`src/rtl/frame_assembler_pkg.sv`:
```
// Shared definitions for the frame assembler: load FSM encoding,
// key/data slot counts and the default word width.
package frame_assembler_pkg;

  localparam int DEFAULT_DATAW = 10;
  localparam int KEY_SLOTS     = 4;
  localparam int DATA_SLOTS    = 2;

  typedef enum logic [1:0] {
    ST_IDLE = 2'd0,
    ST_LOAD = 2'd1,
    ST_WAIT = 2'd2
  } state_e;

endpackage

```
`src/rtl/frame_assembler_result_buffer.sv`:
```
// Single-entry result register with a valid/ready output port.
//
// Handshake: valid_o stays high while an entry is held; a transfer happens on
// every rising clk edge where valid_o and ready_i are both 1. A capture that
// coincides with a transfer replaces the entry and keeps valid_o high. A
// capture while the entry is held and not being transferred is dropped, and the
// sticky overflow_o flag is raised (cleared only by rst).
module result_buffer #(
  parameter int W = 20
) (
  input  logic         clk,
  input  logic         rst,
  input  logic         capture_i,
  input  logic [W-1:0] data_i,
  input  logic         ready_i,
  output logic [W-1:0] data_o,
  output logic         valid_o,
  output logic         overflow_o
);

  logic [W-1:0] data_q;
  logic         valid_q;
  logic         overflow_q;

  // Load on capture when the slot is free or being drained, else flag the drop.
  always_ff @(posedge clk or posedge rst) begin
    if (rst) begin
      data_q     <= '0;
      valid_q    <= 1'b0;
      overflow_q <= 1'b0;
    end else if (capture_i) begin
      if (!valid_q || ready_i) begin
        data_q  <= data_i;
        valid_q <= 1'b1;
      end else begin
        overflow_q <= 1'b1;
      end
    end else if (valid_q && ready_i) begin
      valid_q <= 1'b0;
    end
  end

  assign data_o     = data_q;
  assign valid_o    = valid_q;
  assign overflow_o = overflow_q;

endmodule

```
`src/rtl/frame_assembler.sv`:
```
// Receive-side frame assembler: rebuilds the 4-word key and 2-word data block
// from the kctr/dctr word stream, times the window until save, and hands the
// captured result downstream through a one-entry buffer.
//
// Window timing: the counter is 0 on the first WAIT cycle. A save rising edge
// on WAIT cycles 0..TIMEOUT-1 captures; otherwise timeout pulses on the cycle
// after WAIT cycle TIMEOUT-1.
module frame_assembler
  import frame_assembler_pkg::*;
#(
  parameter int DATAW   = DEFAULT_DATAW,
  parameter int TIMEOUT = 40
) (
  input  logic               clk,
  input  logic               rst,
  input  logic               kctr,
  input  logic               dctr,
  input  logic [DATAW-1:0]   keyin,
  input  logic [DATAW-1:0]   datain,
  input  logic               save,
  input  logic [2*DATAW-1:0] result_in,
  output logic [4*DATAW-1:0] key,
  output logic [2*DATAW-1:0] data,
  output logic               frame_valid,
  output logic               frame_err,
  output logic               timeout,
  output logic [2*DATAW-1:0] result,
  output logic               result_valid,
  input  logic               result_ready,
  output logic               overflow,
  output logic [1:0]         state_dbg_o
);

  localparam int WINW = $clog2(TIMEOUT + 1);

  state_e                              state_q, state_d;
  logic [2:0]                          kcnt_q, kcnt_d;
  logic [1:0]                          dcnt_q, dcnt_d;
  logic                                bad_q, bad_d;
  logic [KEY_SLOTS-1:0][DATAW-1:0]     kbuf_q, kbuf_d;
  logic [DATA_SLOTS-1:0][DATAW-1:0]    dbuf_q, dbuf_d;
  logic [KEY_SLOTS-1:0][DATAW-1:0]     key_q, key_d;
  logic [DATA_SLOTS-1:0][DATAW-1:0]    data_q, data_d;
  logic [WINW-1:0]                     win_q, win_d;
  logic                                save_q;
  logic                                fv_q, fv_d;
  logic                                fe_q, fe_d;
  logic                                to_q, to_d;
  logic                                save_rise;
  logic                                capture;

  assign save_rise = save & ~save_q;

  // State and datapath registers.
  always_ff @(posedge clk or posedge rst) begin
    if (rst) begin
      state_q <= ST_IDLE;
      kcnt_q  <= '0;
      dcnt_q  <= '0;
      bad_q   <= 1'b0;
      kbuf_q  <= '0;
      dbuf_q  <= '0;
      key_q   <= '0;
      data_q  <= '0;
      win_q   <= '0;
      save_q  <= 1'b0;
      fv_q    <= 1'b0;
      fe_q    <= 1'b0;
      to_q    <= 1'b0;
    end else begin
      state_q <= state_d;
      kcnt_q  <= kcnt_d;
      dcnt_q  <= dcnt_d;
      bad_q   <= bad_d;
      kbuf_q  <= kbuf_d;
      dbuf_q  <= dbuf_d;
      key_q   <= key_d;
      data_q  <= data_d;
      win_q   <= win_d;
      save_q  <= save;
      fv_q    <= fv_d;
      fe_q    <= fe_d;
      to_q    <= to_d;
    end
  end

  // Load FSM: word slotting, frame checks, save window and timeout.
  always_comb begin
    state_d = state_q;
    kcnt_d  = kcnt_q;
    dcnt_d  = dcnt_q;
    bad_d   = bad_q;
    kbuf_d  = kbuf_q;
    dbuf_d  = dbuf_q;
    key_d   = key_q;
    data_d  = data_q;
    win_d   = win_q;
    fv_d    = 1'b0;
    fe_d    = 1'b0;
    to_d    = 1'b0;
    capture = 1'b0;
    case (state_q)
      ST_IDLE: begin
        if (kctr) begin
          kbuf_d[0] = keyin;
          kcnt_d    = 3'd1;
          dcnt_d    = 2'd0;
          bad_d     = 1'b0;
          state_d   = ST_LOAD;
        end
      end
      ST_LOAD: begin
        if (!kctr && !dctr) begin
          if (kcnt_q == 3'(KEY_SLOTS) && dcnt_q == 2'(DATA_SLOTS) && !bad_q) begin
            fv_d    = 1'b1;
            key_d   = kbuf_q;
            data_d  = dbuf_q;
            win_d   = '0;
            state_d = ST_WAIT;
          end else begin
            // Published key/data keep the last good frame.
            fe_d    = 1'b1;
            state_d = ST_IDLE;
          end
        end else begin
          if (kctr) begin
            if (kcnt_q < 3'(KEY_SLOTS)) begin
              kbuf_d[kcnt_q[1:0]] = keyin;
              kcnt_d              = kcnt_q + 3'd1;
            end else if (keyin != kbuf_q[KEY_SLOTS-1]) begin
              // Repeats of K3 are the sequencer's hold beat; anything else is bad.
              bad_d = 1'b1;
            end
          end
          if (dctr) begin
            if (dcnt_q < 2'(DATA_SLOTS)) begin
              dbuf_d[dcnt_q[0]] = datain;
              dcnt_d            = dcnt_q + 2'd1;
            end else if (datain != dbuf_q[DATA_SLOTS-1]) begin
              bad_d = 1'b1;
            end
          end
        end
      end
      ST_WAIT: begin
        win_d = win_q + WINW'(1);
        if (save_rise) begin
          capture = 1'b1;
          if (kctr) begin
            // Back-to-back frame: this beat is already K0 of the next one.
            kbuf_d[0] = keyin;
            kcnt_d    = 3'd1;
            dcnt_d    = 2'd0;
            bad_d     = 1'b0;
            state_d   = ST_LOAD;
          end else begin
            state_d = ST_IDLE;
          end
        end else if (win_q == WINW'(TIMEOUT - 1)) begin
          to_d    = 1'b1;
          state_d = ST_IDLE;
        end
      end
      default: state_d = ST_IDLE;
    endcase
  end

  result_buffer #(
    .W (2*DATAW)
  ) u_result_buffer (
    .clk        (clk),
    .rst        (rst),
    .capture_i  (capture),
    .data_i     (result_in),
    .ready_i    (result_ready),
    .data_o     (result),
    .valid_o    (result_valid),
    .overflow_o (overflow)
  );

  assign key         = key_q;
  assign data        = data_q;
  assign frame_valid = fv_q;
  assign frame_err   = fe_q;
  assign timeout     = to_q;
  assign state_dbg_o = state_q;

endmodule
```
`config.mk`:
```
export PLATFORM = sky130hd
export DESIGN_NAME = frame_assembler
export DESIGN_NICKNAME = d
export VERILOG_FILES = /design/src/rtl/frame_assembler_pkg.sv /design/src/rtl/frame_assembler_result_buffer.sv /design/src/rtl/frame_assembler.sv
export SDC_FILE = /design/constraint.sdc
export NUM_CORES = 1
export LEC_CHECK = 0
export CAP_MARGIN = 20
export CORE_MARGIN = 2
export CORE_UTILIZATION = 55
export CTS_BUF_LIST = sky130_fd_sc_hd__clkbuf_4 sky130_fd_sc_hd__clkbuf_8 sky130_fd_sc_hd__clkbuf_16
export DETAILED_ROUTE_END_ITERATION = 12
export PLACE_DENSITY = 0.85
export SLEW_MARGIN = 25
export SYNTH_ARGS = -nofsm -noshare
export SYNTH_HDL_FRONTEND = slang
export SYNTH_SLANG_ARGS = --single-unit
```
`constraint.sdc`:
```
create_clock -name clk -period 11.36 [get_ports clk]
set_input_delay 2.272 -clock clk [delete_from_list [all_inputs] [get_ports clk]]
set_output_delay 2.272 -clock clk [all_outputs]
set_load 0.02 [all_outputs]
```
# Word level (Yosys, flattened, before mapping)
# Cells that the tools add are included.
[totals]
reg_bits = 160
in_bits = 46
wordCells = 139
out_inout_bits = 87
[classes]
mux = 58
bitwise = 4
n_reduce_logical = 26
addsub = 3
n_lt_le_gt_ge = 6
eq_ne = 18
[ops]
columns = ["operator", "count"]
rows = [
  ["2-to-1 mux 10 bit", 7],
  ["bitwise mux 40 bit", 1],
  ["one-hot mux 10 bit (3 select lines)", 1],
  ["2-to-1 mux 1 bit", 24],
  ["bitwise mux 20 bit", 1],
  ["demux 10 bit (select 2 bit)", 1],
  ["2-to-1 mux 2 bit", 10],
  ["!= test 10 bit", 2],
  ["!= test 2 bit, second input constant", 9],
  ["2-to-1 mux 3 bit", 5],
  ["2-to-1 mux 6 bit", 2],
  ["one-hot mux 2 bit (3 select lines)", 2],
  ["one-hot mux 6 bit (2 select lines)", 1],
  ["AND reduction 3 bit", 4],
  ["demux 10 bit (select 1 bit)", 1],
  ["AND reduction 5 bit", 2],
  ["one-hot mux 3 bit (3 select lines)", 1],
  ["AND reduction 4 bit", 2],
  ["adder 6 x 1 -> 6 bit, second input constant", 1],
  ["== test 6 bit, second input constant", 1],
  ["logical AND 1 bit", 6],
  ["AND reduction 2 bit", 3],
  ["== test 2 bit, second input constant", 2],
  ["zero test 1 bit", 4],
  ["other kinds (19)", 22],
]

# Depth between registers and ports, before layout
# Gate-level depths: netlist (run 1).
[logic_depth]
word_depth = 9
depth_mapped = 9
mapped_depth_nobuf = 6

# By module
# Synthesis (run 1) repeated with hierarchy kept, for this count alone.
[unflattened]
cells_unflattened = 544
hier_area_um2 = 6545.0
[modules_own_cells]
columns = ["module", "area_each_um2", "seq_area_each_um2", "instances", "cells_each"]
rows = [
  ["frame_assembler", 5610.4, 3453.3, 1, 494],
  ["result_buffer", 934.6, 550.5, 1, 50],
]

# Least setup slack after synthesis (run 1)
# OpenSTA, ideal clock, no wires.
[synth_timing]
path_kind = "input port to flip-flop"
startpoint = "input kctr"
endpoint = "register data_q, in the netlist data[19]"
stages = 7
path_buffers = 4
slack_ps = 7793
required_ps = 11235
setup_ps = 125
arrival_ps = 3442
path_cell_list = "buf_2 nor2_1 and3_4 buf_6 buf_8 buf_8 mux2_4"
[synth_via]
elab_chain_cells = 3
[synth_rtl]
columns = ["element", "line_no", "source"]
rows = [
  ["from (decl)", "frame_assembler.sv:16", "input logic kctr,"],
  ["zero test 1 bit", "frame_assembler.sv:113", "if (!kctr && !dctr) begin"],
  ["logical AND 1 bit", "frame_assembler.sv:113", ""],
  ["AND reduction 3 bit (no line)", "n/a", ""],
  ["to (signal assigned)", "frame_assembler.sv:78", "data_q <= data_d;"],
  ["to (decl)", "frame_assembler.sv:43", "logic [DATA_SLOTS-1:0][DATAW-1:0] data_q, data_d;"],
]
# Every way passes these cells.
# A chain may end at the register's enable or synchronous reset.

# Worst setup path after layout (run 1)
[layout_timing]
startpoint = "input kctr"
endpoint = "register key_q, in the netlist key[21]"
[layout_via]
elab_chain_cells = 3
[layout_rtl]
columns = ["element", "line_no", "source"]
rows = [
  ["zero test 1 bit", "frame_assembler.sv:113", ""],
  ["logical AND 1 bit", "frame_assembler.sv:113", ""],
  ["AND reduction 3 bit (no line)", "n/a", ""],
  ["to (signal assigned)", "frame_assembler.sv:77", "key_q <= key_d;"],
  ["to (decl)", "frame_assembler.sv:42", "logic [KEY_SLOTS-1:0][DATAW-1:0] key_q, key_d;"],
]
# Every way passes these cells.

==> results of run 1 <==
==> critical path, stage by stage <==
cell and delay (ns):
clkdlybuf4s50_1 0.56, nor2_1 0.29, and3_4 0.86, mux2_2 0.42
==> final timing paths <==
| path | endpoint | from | cells past startpoint | slack, ns |
|---|---|---|---|---|
| max | key[21] | kctr | 4 | 7.18 |
| min | kbuf_q[13] | kbuf_q[13] | 1 | 0.49 |
| max reg2reg | key[21] | kcnt_q[0] | 5 | 8.95 |
| min reg2reg | kbuf_q[13] | kbuf_q[13] | 1 | 0.49 |
| max in group asynchronous | kbuf_q[29] | rst | 4 | 7.74 |
| min in group asynchronous | key[19] | rst | 2 | 2.31 |
==> per-stage QoR <==
| step | cell area, um2 | hold slack [ns] | setup slack [ns] | std cells |
|---|---|---|---|---|
| floorplan | 6500 | 0.459 | 4.77 | 420 |
| global placement | 7890 | 0.447 | 6.88 | 681 |
| detailed placement | 7910 | 0.479 | 6.76 | 682 |
| CTS | 8470 | 0.493 | 7.20 | 713 |
| global route | 8470 | 0.510 | 7.08 | 713 |
| finish | 8470 | 0.486 | 7.18 | 713 |
==> Yosys cell counts, types with 3 or more instances <==
| cell type | number |
|---|---|
| nand2_4 | 3 |
| mux2_4 | 12 |
| mux2_2 | 125 |
| inv_1 | 5 |
| buf_2 | 4 |
| buf_4 | 5 |
| nor2_1 | 12 |
| dfrtp_1 | 160 |
| nand2b_1 | 3 |
| o21ai_0 | 7 |
| xnor2_1 | 10 |
| xor2_1 | 14 |
| nand2_1 | 10 |
| nand4_1 | 5 |
| mux2_1 | 3 |
| ha_1 | 6 |
==> placed cells by master (no fill, tap or decap), types with 2 or more instances in the layout <==
cell,count
mux2_1,3
xnor2_1,10
o21ai_0,7
clkdlybuf4s50_1,132
nand3b_1,2
clkinvlp_4,3
inv_1,4
dfrtp_1,160
a22o_1,2
nor4_1,2
a21oi_1,2
nand2_4,3
nor2b_1,2
mux2_4,12
a31o_2,2
clkbuf_8,2
clkbuf_16,17
nand4_1,5
nand2_1,10
xor2_1,14
and3b_1,2
nor2_1,11
nand2b_1,3
clkinv_2,6
ha_1,6
mux2_2,125
==> cell type report <==
cell class / count / area [um2] / area share (%)
flip-flops and latches: 160 / 4000 / 47.3
clock inverters: 11 / 91.3 / 1.08
well taps: 143 / 179 / 2.11
repair buffers: 134 / 1350 / 15.9
inverters: 5 / 23.8 / 0.281
multi-input cells: 240 / 2360 / 27.9
clock buffers: 20 / 460 / 5.44
==> sequential cells by signal, summed over array words and instances (netlist names), 2 cells and up <==
register / cells
kbuf_q: 40
key: 40
data: 20
dbuf_q: 20
u_result_buffer.data_o: 20
win_q: 6
kcnt_q: 3
dcnt_q: 2
state_dbg_o: 2
==> per-layer routing <==
metal,track usage (%),vias up,routed length (um)
met2,33.7,98,6160
met1,27.6,1966,5550
li1,-,1757,-
met3,5.24,17,599
met5,0,-,0
met4,7.89,0,208
==> logic make-up after synthesis <==
family / after synthesis
xor+xnor: 24
fa+ha+maj: 6
flops: 160
mux: 141
compound gates: 21
simple gates: 48
buf+inv: 20
==> power by group <==
| group | switching [W] | leakage [nW] | total [W] | internal (W) |
|---|---|---|---|---|
| combinational | 0.000189 | 1.51 | 0.000450 | 0.000261 |
| sequential | 0.000110 | 2.04 | 0.000846 | 0.000736 |
| clock | 0.000219 | 0.271 | 0.000531 | 0.000311 |
| total | 0.000518 | 3.82 | 0.00183 | 0.00131 |
==> reports/results.tsv, run 1 <==
stage	metric	value	unit
grt	grt_start_max_net_pins	72	
power	leakagePower	3.82	nW
worst_hold_path	hold_path_class	register to register	
sta	report.final.setup_viol	0	
route	drc	0	
synthesis	synthSimpleGateAreaFrac	4.35	%
synthesis	yosys_warnings	0	
synthesis	synth_top_cell_by_area	dfrtp_1	
clock_network	clk_latency	0.42	ns
route	wl	12500	um
synthesis	synth_fp_nets	472	
sta	hold_viol	0	
die	dieArea	12700	um2
route	avgRoutedWirePerCell	17.6	um
route	ant_nets	0	
sta	rsz0062_at_grt	no	
power	total_power	0.00183	W
sta	finClkSkew	0.00696	ns
synthesis	synth.mux.area_fraction	25.1	%
synthesis	netlist.area_leader.share	61.6	%
grt	grt_pass1_wl	20800	um
sta	relSlewSlack	34.1	%
synthesis	synth-xor-area-share	3.24	%
clock_network	cts_tree	built	
die	fp.dieH	113	um
synthesis	synth_cells	420	
sta	report.final.slew_viol_count	0	
status	status	finished, final reports clean	
grt	overflow	0	
clock_network	htreeDepth	4	
synthesis	synth_top_cells_by_area	dfrtp_1 62%, mux2_2 22%, mux2_4 2.8%, xor2_1 1.9%, xnor2_1 1.3%	
sta	fin_tns_setup	0	ns
synthesis	syn-cell-area	6500	um2
synthesis	ys_seq_area_share	61.6	%
clock_network	numCtsBuffers	17	
placed_design	dp.final_hpwl	8290	um
die	fp.coreArea	11500	um2
clock_network	cts.sink_count	160	
finish	final_util	73.8	%
clock_network	clk_pin_slew	0.06	ns
die	die_w	113	um
synthesis	synth_edf_count	0	
clock_network	cts_resized	0	
clock_network	postCtsHoldBufs	0	
finish	fin_nets	610	
route	via_per_inst	5.38	
clock_network	cts_post_setup_buffers_inserted	0	
finish	antenna_cells	0	
synthesis	synth_compound_area_share	2.41	%
synthesis	syn_avg_cell_area	15.5	um2
critical_path	crit_arrival	4.48	ns
finish	drive_above_1_share	31.9	%
die	pin_count	133	
route	drtPass1Iterations	4	
grt	antenna_found_initial	0	
sta	fmax	239	MHz
finish	areaGrowthSynthToFinish	30.3	%
critical_path	worstPathMaxFanout	68	
sta	tightest_slew	0.988	ns
clock_network	clock_path_buffers	2	
power	p_per_area	216	nW/um2
clock_network	cts-root-buf	clkbuf_16	
synthesis	ys_ff_latch	160	
synthesis	synthArstFlopShare	100	%
power	ir_drop	0.159	mV
placed_design	port_buffers	132	
critical_path	crit_path_start_kind	input pin	
synthesis	synth_top_family_by_area	multiplexers	
sta	fin_crit	4.18	ns
die	start_util	56.7	%
finish	n_fill_cell	736	
critical_path	cp-end-kind	register	
route	initialDrtViolationCount	86	
grt	grt_pass1_vias	4111	
sta	fin_crit_sh	36.8	%
synthesis	synth_fa_ha_area_share	1.16	%
grt	track_usage	20.9	%
critical_path	crit_required	11.66	ns
placed_design	gp_congestion	0.752	
job	cap_viol_max_count	0	
synthesis	yosysUniqueCellTypes	42	
critical_path	crit_type	input pin to register	
route	vias	3838	
die	num_rows	39	
synthesis	synth-main-ff-cell	dfrtp_1	
(Power assumes the default switching activity.)
==> run 2, diff against run 1 <==
--- a/config.mk
+++ b/config.mk
@@ -7,10 +7,10 @@
 export LEC_CHECK = 0
 export CAP_MARGIN = 20
 export CORE_MARGIN = 2
-export CORE_UTILIZATION = 55
+export CORE_UTILIZATION = 46
 export CTS_BUF_LIST = sky130_fd_sc_hd__clkbuf_4 sky130_fd_sc_hd__clkbuf_8 sky130_fd_sc_hd__clkbuf_16
 export DETAILED_ROUTE_END_ITERATION = 12
-export PLACE_DENSITY = 0.85
+export PLACE_DENSITY = 0.76
 export SLEW_MARGIN = 25
 export SYNTH_ARGS = -nofsm -noshare
 export SYNTH_HDL_FRONTEND = slang
==> constraint.sdc (replaced) <==
create_clock -name clk -period 3.54 [get_ports clk]
set_input_delay 0.708 -clock clk [delete_from_list [all_inputs] [get_ports clk]]
set_output_delay 0.708 -clock clk [all_outputs]
set_load 0.02 [all_outputs]
==> reports/results.tsv, run 2 (synthesis gave the netlist of run 1 again) <==
stage	metric	value	unit
placed_design	dp.final_hpwl	8750	um
job	cap_viol_max_count	0	
finish	layout_common_cells	160 x dfrtp_1, 132 x clkdlybuf4s50_1, 125 x mux2_2, 17 x clkbuf_16, 14 x xor2_1	
placed_design	gp_congestion	0.737	
critical_path	worstPathMaxFanout	32	
power	ir_drop	0.399	mV
clock_network	cts_tree	built	
grt	grt_pass1_vias	4181	
critical_path	crit_arrival	2.72	ns
power	p_per_area	697	nW/um2
sta	fmax	415	MHz
power	leakagePower	3.85	nW
die	start_util	47.0	%
sta	hold_viol	0	
clock_network	numCtsBuffers	17	
sta	relSlewSlack	45.0	%
sta	tightest_slew	0.823	ns
finish	layout_commonest_cell	dfrtp_1	
sta	report.final.setup_viol	0	
clock_network	htreeDepth	4	
finish	antenna_cells	0	
critical_path	slowest_stage	clkdlybuf4s50_1	
die	dieArea	15100	um2
critical_path	cp-end-kind	register	
die	num_rows	43	
finish	areaGrowthSynthToFinish	32.2	%
die	fp.dieH	123	um
finish	n_fill_cell	1042	
route	drtPass1Iterations	4	
route	via_per_inst	5.12	
critical_path	r2r-start	kcnt_q[0]	
route	initialDrtViolationCount	172	
worst_hold_path	hold_path_class	register to register	
sta	fin_crit_sh	68.0	%
placed_design	pre_cts_ws	0.709	ns
sta	report.final.slew_viol_count	0	
clock_network	cts.sink_count	160	
sta	fin_tns_setup	0	ns
critical_path	crit_required	3.85	ns
sta	finClkSkew	0.00624	ns
route	vias	3863	
critical_path	max_stage_delay	0.57	ns
critical_path	crit_type	input pin to register	
clock_network	cts_post_setup_buffers_inserted	0	
grt	grt_start_max_net_pins	102	
clock_network	cts_resized	0	
finish	drive_above_1_share	32.2	%
sta	fin_crit	2.41	ns
die	fp.coreArea	13800	um2
grt	antenna_found_initial	0	
critical_path	crit_path_start_kind	input pin	
worst_hold_path	hp-start	u_result_buffer.overflow_o	
grt	overflow	0	
critical_path	worstPathCellList	clkdlybuf4s50_1 -> nor2_1 -> and3_4 -> buf_4 -> mux2_2	
clock_network	postCtsHoldBufs	0	
placed_design	port_buffers	132	
route	ant_nets	0	
grt	grt_pass1_wl	20700	um
route	wl	12800	um
clock_network	cts-root-buf	clkbuf_16	
route	avgRoutedWirePerCell	17.0	um
clock_network	clock_path_buffers	2	
clock_network	clk_pin_slew	0.06	ns
critical_path	startpoint	kctr	
die	die_w	123	um
grt	track_usage	18.3	%
clock_network	clk_latency	0.43	ns
die	pin_count	133	
finish	fin_nets	614	
route	drc	0	
sta	rsz0062_at_grt	no	
sta	layout_setup_ws	1.13	ns
status	status	finished, final reports clean	
==> run 2: metal layers <==
metal | routed length [um] | track usage, %
met5 | 0 | 0
met4 | 279 | 8.55
met3 | 642 | 4.88
met2 | 6370 | 29.4
met1 | 5550 | 23.0
==> run 2: cell type report <==
class                   instances  area, um2  area share, %
multi-input cells             240       2360           27.4
well taps                     180        225           2.62
repair buffers                138       1390           16.2
inverters                       5       22.5          0.262
flip-flops and latches        160       4000           46.6
clock buffers                  22        482           5.61
clock inverters                 9        108           1.25
==> run 2: power breakdown <==
part           switching, W  internal, W
Combinational      0.000619     0.000840
Sequential         0.000358      0.00236
Clock              0.000704      0.00110
Total               0.00168      0.00431
==> run 2: worst max-delay path, delay by kind of cell <==
family	cells	cell delay, ns
buffers and inverters	2	0.85
and+or+nand+nor	2	0.80
muxes	1	0.35
==> run 2: path summary, 6_finish.rpt <==
path | end | slack, ns | cells past startpoint
setup / recovery | key[27] | 1.13 | 5
hold / removal | u_result_buffer.overflow_o | 0.48 | 2
setup reg to reg | key[27] | 1.34 | 6
hold reg to reg | u_result_buffer.overflow_o | 0.48 | 2
max in group asynchronous | kbuf_q[17] | 2.00 | 3
min in group asynchronous | data[4] | 0.67 | 2
==> run 2: per-stage QoR <==
| step | hold WS [ns] | power [W] | instances | cell area [um2] | utilization (%) |
|---|---|---|---|---|---|
| global route | 0.515 | 0.00631 | 754 | 8590 | 62.1 |
| floorplan | 0.459 | 0.00364 | 420 | 6500 | - |
| detailed placement | 0.471 | 0.00422 | 723 | 8000 | 57.9 |
| CTS | 0.486 | 0.00606 | 754 | 8590 | 62.1 |
| finish | 0.477 | 0.00599 | 754 | 8590 | 62.1 |
| global placement | 0.451 | 0.00412 | 723 | 8000 | 57.9 |
==> run 3, diff against run 2 <==
--- a/config.mk
+++ b/config.mk
@@ -7,10 +7,10 @@
 export LEC_CHECK = 0
 export CAP_MARGIN = 20
 export CORE_MARGIN = 2
-export CORE_UTILIZATION = 46
+export CORE_UTILIZATION = 51
 export CTS_BUF_LIST = sky130_fd_sc_hd__clkbuf_4 sky130_fd_sc_hd__clkbuf_8 sky130_fd_sc_hd__clkbuf_16
 export DETAILED_ROUTE_END_ITERATION = 12
-export PLACE_DENSITY = 0.76
+export PLACE_DENSITY = 0.79
 export SLEW_MARGIN = 25
 export SYNTH_ARGS = -nofsm -noshare
 export SYNTH_HDL_FRONTEND = slang
==> constraint.sdc (replaced) <==
create_clock -name clk -period 2.3 [get_ports clk]
set_input_delay 0.46 -clock clk [delete_from_list [all_inputs] [get_ports clk]]
set_output_delay 0.46 -clock clk [all_outputs]
set_load 0.02 [all_outputs]
==> reports/results.tsv, run 3 (synthesis gave the netlist of run 1 again) <==
stage	metric	value	unit
finish	layout_commonest_cell	dfrtp_1	
route	wl	13000	um
finish	layout_common_cells	160 x dfrtp_1, 132 x clkdlybuf4s50_1, 125 x mux2_2, 17 x clkbuf_16, 14 x xor2_1	
critical_path	crit_required	1.84	ns
grt	grt_util_met2	33.5	%
grt	antenna_found_initial	0	
sta	fin_tns_setup	0	ns
critical_path	cp-end-kind	primary output	
die	fp.coreArea	12500	um2
sta	relSlewSlack	68.4	%
placed_design	gp_congestion	0.738	
critical_path	crit_path_start_kind	register	
route	vias	3820	
grt	grt_pass1_wl	21000	um
grt	grt_start_max_net_pins	58	
status	status	finished, final reports clean	
clock_network	clock_path_buffers	2	
finish	design_area	8680	um2
grt	track_usage	20.5	%
critical_path	worstPathMaxFanout	9	
worst_hold_path	hold_path_class	input pin to asynchronous set/reset pin	
sta	tightest_slew	0.474	ns
sta	fmax	474	MHz
critical_path	r2r_cells	6	
clock_network	numCtsBuffers	17	
die	start_util	51.9	%
finish	areaGrowthSynthToFinish	33.7	%
power	total_power	0.00926	W
sta	report.final.slew_viol_count	0	
route	avgRoutedWirePerCell	17.3	um
finish	n_fill_cell	900	
route	drc	0	
die	pin_count	133	
power	p_per_area	1070	nW/um2
sta	timing.hold.ws	0.412	ns
critical_path	crit_family	buffers and inverters	
grt	grt_pass1_vias	4040	
grt	overflow	0	
sta	fin_crit	2.11	ns
critical_path	cp.depth	1	
sta	finClkSkew	0.00523	ns
route	ant_nets	0	
sta	report.final.setup_viol	0	
clock_network	postCtsHoldBufs	0	
critical_path	crit_arrival	1.65	ns
clock_network	cts_resized	0	
placed_design	port_buffers	132	
critical_path	reg2reg_slack	0.34	ns
die	die_w	117	um
job	cap_viol_max_count	0	
placed_design	dp.final_hpwl	8980	um
die	num_rows	41	
critical_path	max_stage_delay	0.69	ns
placed_design	placed_area	8080	um2
power	ir_drop	0.541	mV
grt	use_met3	6.69	%
critical_path	crit_buf_inv	1	
critical_path	crit_type	register to primary output	
critical_path	crit_path_end	state_dbg_o[1]	
route	via_per_inst	5.08	
route	initialDrtViolationCount	186	
die	dieArea	13700	um2
critical_path	r2r-start	kcnt_q[0]	
sta	fin_crit_sh	91.6	%
power	leakagePower	3.91	nW
clock_network	cts_post_setup_buffers_inserted	0	
clock_network	cts-root-buf	clkbuf_16	
die	fp.dieH	117	um
clock_network	cts_tree	built	
sta	hold_viol	0	
grt	use_met1	26.0	%
critical_path	r2r-end	key[8]	
clock_network	htreeDepth	4	
route	drtPass1Iterations	4	
clock_network	clk_latency	0.42	ns
critical_path	worstPathCellList	clkdlybuf4s50_1	
critical_path	slowest_stage	clkdlybuf4s50_1	
clock_network	clk_pin_slew	0.06	ns
critical_path	startpoint	state_dbg_o[1]	
finish	antenna_cells	0	
sta	rsz0062_at_grt	no	
finish	drive_above_1_share	32.9	%
clock_network	cts.sink_count	160	
finish	fin_nets	619	
grt	busiest_layer	met2	
## run 3: cell count changes in the layout (fill, tap and decap cells not counted), sizes merged
| cell | delta |
|---|---|
| buf | +5 |
| clkbuf | +5 |
| clkinvlp | -2 |
| clkinv | -1 |
| inv | -1 |
## run 3: where the power goes
group	switching, W	internal, W
Clock	0.00104	0.00180
Combinational	0.000944	0.00130
Sequential	0.000540	0.00364
## run 3: cell type report
class / count / area (um2) / share of cell area (%)
flip-flops and latches: 160 / 4000 / 46.1
multi-input cells: 240 / 2360 / 27.1
repair buffers: 143 / 1480 / 17.0
clock buffers: 27 / 532 / 6.12
well taps: 172 / 215 / 2.48
clock inverters: 5 / 75.1 / 0.865
inverters: 5 / 22.5 / 0.259
## run 3: per-layer routing
metal	part of all wire, %	vias up
li1	-	1773
met1	43	1949
met2	51	83
met3	4.9	15
met4	1.6	0
met5	0	-
## run 3: metrics by stage
step	worst slack, ns	utilization [%]	instances
final	0.192	69.4	752
after global routing	0.120	69.4	752
after CTS	0.180	69.4	752
after detailed placement	0.162	64.5	720
after global placement	0.197	64.5	720
after floorplan	-0.189	-	420
## run 3: worst min-delay path by stage
stage                                     from                         end  slack, ns  cells after the start
floorplan                           kbuf_q[13]                  kbuf_q[13]       0.46                      1
global placement    u_result_buffer.overflow_o  u_result_buffer.overflow_o       0.45                      2
detailed placement  u_result_buffer.overflow_o  u_result_buffer.overflow_o       0.47                      2
CTS                                        rst                      save_q       0.42                      2
global route                               rst  u_result_buffer.data_o[10]       0.44                      2
finish                                     rst  u_result_buffer.data_o[13]       0.41                      2
